**src/rtl/ser5_tx.sv**
```systemverilog
`default_nettype none
// ============================================================================
//  Module      : ser5_tx
//  Description : 5-bit parallel-to-serial frame transmitter. A frame is a
//                start bit (0), five data bits (MSB- or LSB-first), an
//                optional even-parity bit and a stop bit (1). Back-to-back
//                frames are accepted during the stop bit. All outputs are
//                registered.
//  Revision    : 1.0 - initial release
// ============================================================================
module ser5_tx #(
    parameter int PARITY_EN = 1,
    parameter int MSB_FIRST = 1
) (
    input  logic       clock,
    input  logic       Reset,
    input  logic [4:0] din,
    input  logic       load,
    output logic       ready,
    output logic       out,
    output logic       busy,
    output logic       done
);

    typedef enum logic [2:0] {
        S_IDLE   = 3'd0,
        S_START  = 3'd1,
        S_DATA   = 3'd2,
        S_PARITY = 3'd3,
        S_STOP   = 3'd4
    } state_t;

    localparam logic [2:0] c_LAST_BIT = 3'd4;

    state_t     r_state;
    logic [2:0] r_cnt;
    logic [4:0] r_shreg;
    logic       r_par;

    logic       w_next_bit;
    logic [4:0] w_shifted;

    // Bit presented next on the line and the shift register after it leaves
    always_comb begin
        w_next_bit = (MSB_FIRST != 0) ? r_shreg[4] : r_shreg[0];
        w_shifted  = (MSB_FIRST != 0) ? {r_shreg[3:0], 1'b0} : {1'b0, r_shreg[4:1]};
    end

    // Frame sequencer; outputs are computed for the state being entered so
    // that they line up with that state's cycle
    always_ff @(posedge clock) begin
        if (Reset) begin
            r_state <= S_IDLE;
            r_cnt   <= 3'd0;
            r_shreg <= 5'd0;
            r_par   <= 1'b0;
            out     <= 1'b1;
            ready   <= 1'b1;
            busy    <= 1'b0;
            done    <= 1'b0;
        end else begin
            case (r_state)
                S_IDLE, S_STOP: begin
                    if (load) begin
                        // Capture the word; parity is fixed now since din may change
                        r_state <= S_START;
                        r_shreg <= din;
                        r_par   <= ^din;
                        out     <= 1'b0;
                        ready   <= 1'b0;
                        busy    <= 1'b1;
                        done    <= 1'b0;
                    end else begin
                        r_state <= S_IDLE;
                        out     <= 1'b1;
                        ready   <= 1'b1;
                        busy    <= 1'b0;
                        done    <= 1'b0;
                    end
                end
                S_START: begin
                    r_state <= S_DATA;
                    r_cnt   <= 3'd0;
                    out     <= w_next_bit;
                    r_shreg <= w_shifted;
                end
                S_DATA: begin
                    if (r_cnt == c_LAST_BIT) begin
                        r_cnt <= 3'd0;
                        if (PARITY_EN != 0) begin
                            r_state <= S_PARITY;
                            out     <= r_par;
                        end else begin
                            r_state <= S_STOP;
                            out     <= 1'b1;
                            ready   <= 1'b1;
                            busy    <= 1'b0;
                            done    <= 1'b1;
                        end
                    end else begin
                        r_cnt   <= r_cnt + 3'd1;
                        out     <= w_next_bit;
                        r_shreg <= w_shifted;
                    end
                end
                S_PARITY: begin
                    r_state <= S_STOP;
                    out     <= 1'b1;
                    ready   <= 1'b1;
                    busy    <= 1'b0;
                    done    <= 1'b1;
                end
                default: begin
                    r_state <= S_IDLE;
                    out     <= 1'b1;
                    ready   <= 1'b1;
                    busy    <= 1'b0;
                    done    <= 1'b0;
                end
            endcase
        end
    end

endmodule
`default_nettype wire

```
**config.mk**
```make
export PLATFORM = sky130hd
export DESIGN_NAME = ser5_tx
export DESIGN_NICKNAME = d
export VERILOG_FILES = /design/src/rtl/ser5_tx.sv
export SDC_FILE = /design/constraint.sdc
export NUM_CORES = 1
export LEC_CHECK = 0
export ABC_AREA = 0
export BUFFER_PORTS_ARGS = -buffer_cell sky130_fd_sc_hd__buf_2
export CAP_MARGIN = 25
export CELL_PAD_IN_SITES_DETAIL_PLACEMENT = 1
export CELL_PAD_IN_SITES_GLOBAL_PLACEMENT = 2
export CORE_MARGIN = 2
export CORE_UTILIZATION = 34
export DETAILED_ROUTE_END_ITERATION = 12
export PLACE_DENSITY_LB_ADDON = 0.2
export SYNTH_ARGS = -nofsm -noshare
export SYNTH_HDL_FRONTEND = slang
export SYNTH_SLANG_ARGS = --single-unit
```
**constraint.sdc**
```tcl
create_clock -name clock -period 3.1 [get_ports clock]
set_clock_uncertainty 0.05 [all_clocks]
set_input_delay 0.465 -clock clock [delete_from_list [all_inputs] [get_ports clock]]
set_output_delay 0.465 -clock clock [all_outputs]
set_load 0.01 [all_outputs]
```
==> results list <==
* Yosys top cell area share: 0.389
- Of the total synthesized cell area, the portion taken by XOR and XNOR cells is 0.0486.
- Setup violations remaining at the end of the flow were counted as 0.
- Count of distinct cell types in the synthesized netlist: 39
- For this configuration, the core starts out at a cell density of 0.365.
- The repair_antennas step left the layout with diodes totalling 0.
- The path class of the tightest hold or removal check is input port to register.
- Total number of nets in the final design: 113
* Crit. Startpoint: r_cnt[0]$_SDFFE_PP0N_
- Post-Synthesis Cells: 92
- Via total after detailed routing: 671
- Setup repair after global routing left no endpoint under its margin.
- Wire length of the first global-routing pass: 3.25 mm
- Power density of the placed cells: 510 nW/um^2
- The congestion estimate from routability-driven global placement came to 0.754.
- TritonCTS built the clock tree.
- CTS built an H-tree with a depth of 1.
- Iteration-0 DRC Markers: 7
* Post CTS Setup Buffer Count: 0
- Final Max Tran Viols: 0
- Averaged over all synthesized cells, the footprint is 8.95 sq um.
- Summing all flip-flop and latch instances after layout gives 320 sq um.
- The routed design could run at a clock period as short as 1740 ps.
- Detailed placement HPWL: 1.36 mm
- CTS buffer count: 3
- After detailed routing, the number of remaining DRC violations is 0.
- The number of global-route vias before repair was 671.
* IR Drop Worst-Case VDD: 0.000324 V
- Largest cells by area after synthesis: dfxtp_1 39%, nor2_1 4.6%, o41ai_1 4.3%
- Std cell rows: 17
- Number of flops mapped to enable cells by yosys: 0
- STA classifies the critical path startpoint as a register.
* Largest family of logic cells by synthesized area: compound AO/OA/AOI/OAI gates
- Number of antenna violations at the first check in global routing: 0
* Share of flip-flops with an asynchronous set or reset after synthesis: 0
- The area growth from synthesis to layout is 11.4%.
* Die width: 53.2 um
- In this run the critical register-to-register path is launched from r_cnt[0]$_SDFFE_PP0N_.
- In this run the worst path has a maximum fanout of 7.
- Total wire length: 1.87 mm
- The finished cells cover 917 sq um.
- In the finished design, the share of the clock period the worst path needs comes to 0.561.
- At the worst endpoint, the arrival time is 1930 ps.
- Post-synthesis share of cell area spent on full adders, half adders and majority gates: 0.0304
- In this run the cell area measured after placement is 881 sq um.
* Clock Latency Late Sink: 290 ps
* Capturing element type of the critical path: register
- The synthesized-area fraction occupied by ao, oa, aoi and oai cells came to 0.229.
* Area taken by multi-input logic gates: 452 sq um
* Multiplexer share of the synthesized area: 0.0122
- The die covers 2830 sq um.
* TritonCTS Sinks: 16
* Max-capacitance violation count: 0
- In this run, synthesis produced a sequential element count of 16.
- Core outline area: 2250 sq um
* Vertical die dimension: 53.2 um
* Number of warning messages in the yosys log: 0
* Achievable Freq: 0.575 GHz
* Result of the run: finished clean
* Clock transition at path regs: 100 ps
- In the layout the commonest cells are 16 x dfxtp_1, 11 x buf_2, 10 x nor2_1, 9 x nand2_1, 5 x inv_1.
- Count of antenna-violating nets left after detailed routing: 0
* Reported leakage power: 0.381 nW
- Post-Synth Simple-Gate Area: 0.228
- Once the clock tree was built, the resizer swapped 0 gates to a different size.
- The number of nets in the synthesized netlist is 102.
- In the final layout, the share of cells above drive strength 1 is 0.216.
* Required arrival time at the worst endpoint: 3290 ps
- Worst slew slack as a fraction of its limit: 0.500
- Tot GR Track Use: 0.158
- For the final routed database, the setup TNS stands at 0 ps.
- Via/cell ratio: 5.16
* Syn Std Cell Area: 823 sq um
- Entering global routing, the biggest net connects 13 pins.
- Summed over all instances, the cell type with the most area after synthesis is dfxtp_1.
- Wirelength per Cell: 14.4 um
- Max Root-Sink Buffers: 2
* Actual slew at the worst max-slew pin: 747 ps
* Final hold violation count: 0
* Number of primary I/O pins: 12
* Hold Startpoint: din[2]
- Length of the first detailed-routing pass in iterations: 4
- After clock tree synthesis, the flow added hold-fix buffers numbering 0.
* Buffers on Ports: 11
- For this run, the register share of the synthesized area comes to 0.389.
- Flip-flop cell with the highest count after synthesis: dfxtp_1
- In this run the clock root is driven by a clkbuf_4.
- Counting the fill cells in the layout gives 285.
* Total congestion overflow after global routing: 0
- The library cell used most frequently in the layout, excluding fill and tap cells, is dfxtp_1.
- By startpoint and endpoint, the worst setup path is classified as register to register.
cells in the mapped netlist (2+ instances only):
| cell type | number |
|---|---|
| a21o_1 | 3 |
| a21oi_1 | 4 |
| a31oi_1 | 4 |
| buf_2 | 2 |
| dfxtp_1 | 16 |
| ha_1 | 2 |
| inv_1 | 5 |
| nand2_1 | 9 |
| nor2_1 | 10 |
| nor3b_1 | 2 |
| o21a_1 | 2 |
| o21ai_0 | 3 |
| o41ai_1 | 4 |
final cells by class:
| cell class | instances | share of cell area |
|---|---|---|
| Timing Repair Buffer | 11 | 0.0600 |
| Multi-Input combinational cell | 66 | 0.492 |
| Inverter | 5 | 0.0205 |
| Tap cell | 28 | 0.0382 |
| Sequential cell | 16 | 0.349 |
| Clock buffer | 4 | 0.0396 |
cell families (layout without fill, tap and decap cells):
logic type | Yosys count | count (layout)
adders and majority gates | 2 | 2
buffers and inverters | 10 | 20
and+or+nand+nor | 33 | 33
xor gates and xnor gates | 3 | 3
muxes | 1 | 1
AOI/OAI and AO/OA | 27 | 27
DFF | 16 | 16
report_power, final:
part	switching, W	leakage (nW)	internal (W)
clock	0.0000738	0.0210	0.0000716
sequential	0.0000150	0.131	0.000223
combinational	0.0000464	0.228	0.0000383
total	0.000135	0.381	0.000333
critical path, cell delays in order, from the launching register on:
cell and delay, ps:
dfxtp_1 390, inv_1 80, ha_1 210, and2_2 230, nor3_2 320, o311ai_0 240, a21oi_1 170
worst paths after layout:
path | to | slack [ps] | cells past startpoint
worst max-delay path | r_shreg[0]$_SDFFE_PP0P_ | 1360 | 6
worst min-delay path | r_shreg[2]$_SDFFE_PP0P_ | 380 | 3
worst max register to register | r_shreg[0]$_SDFFE_PP0P_ | 1360 | 6
worst min register to register | done$_SDFFE_PP0P_ | 410 | 1
through the flow:
step,instances,util,hold slack (ps),total power [W],setup WS [ps]
final,130,0.407,383,0.000468,1360
after floorplan,92,-,386,0.000304,1600
after CTS,130,0.407,379,0.000471,1380
after detailed placement,126,0.391,395,0.000327,1360
after global routing,130,0.407,395,0.000491,1210
after global placement,126,0.391,383,0.000326,1410
registers in the layout (all words and copies together), names as in the netlist:
signal	count
r_par	1
busy	1
r_shreg	5
r_state	3
out	1
r_cnt	3
done	1
ready	1
metal layers:
metal | GRT usage | vias to the layer above | share of wire
li1 | - | 348 | -
met1 | 0.229 | 310 | 0.52
met2 | 0.228 | 9 | 0.43
met3 | 0.0282 | 4 | 0.026
met4 | 0.0641 | 0 | 0.018
met5 | 0 | - | 0
Note: power is estimated with default switching activity, not from simulation.
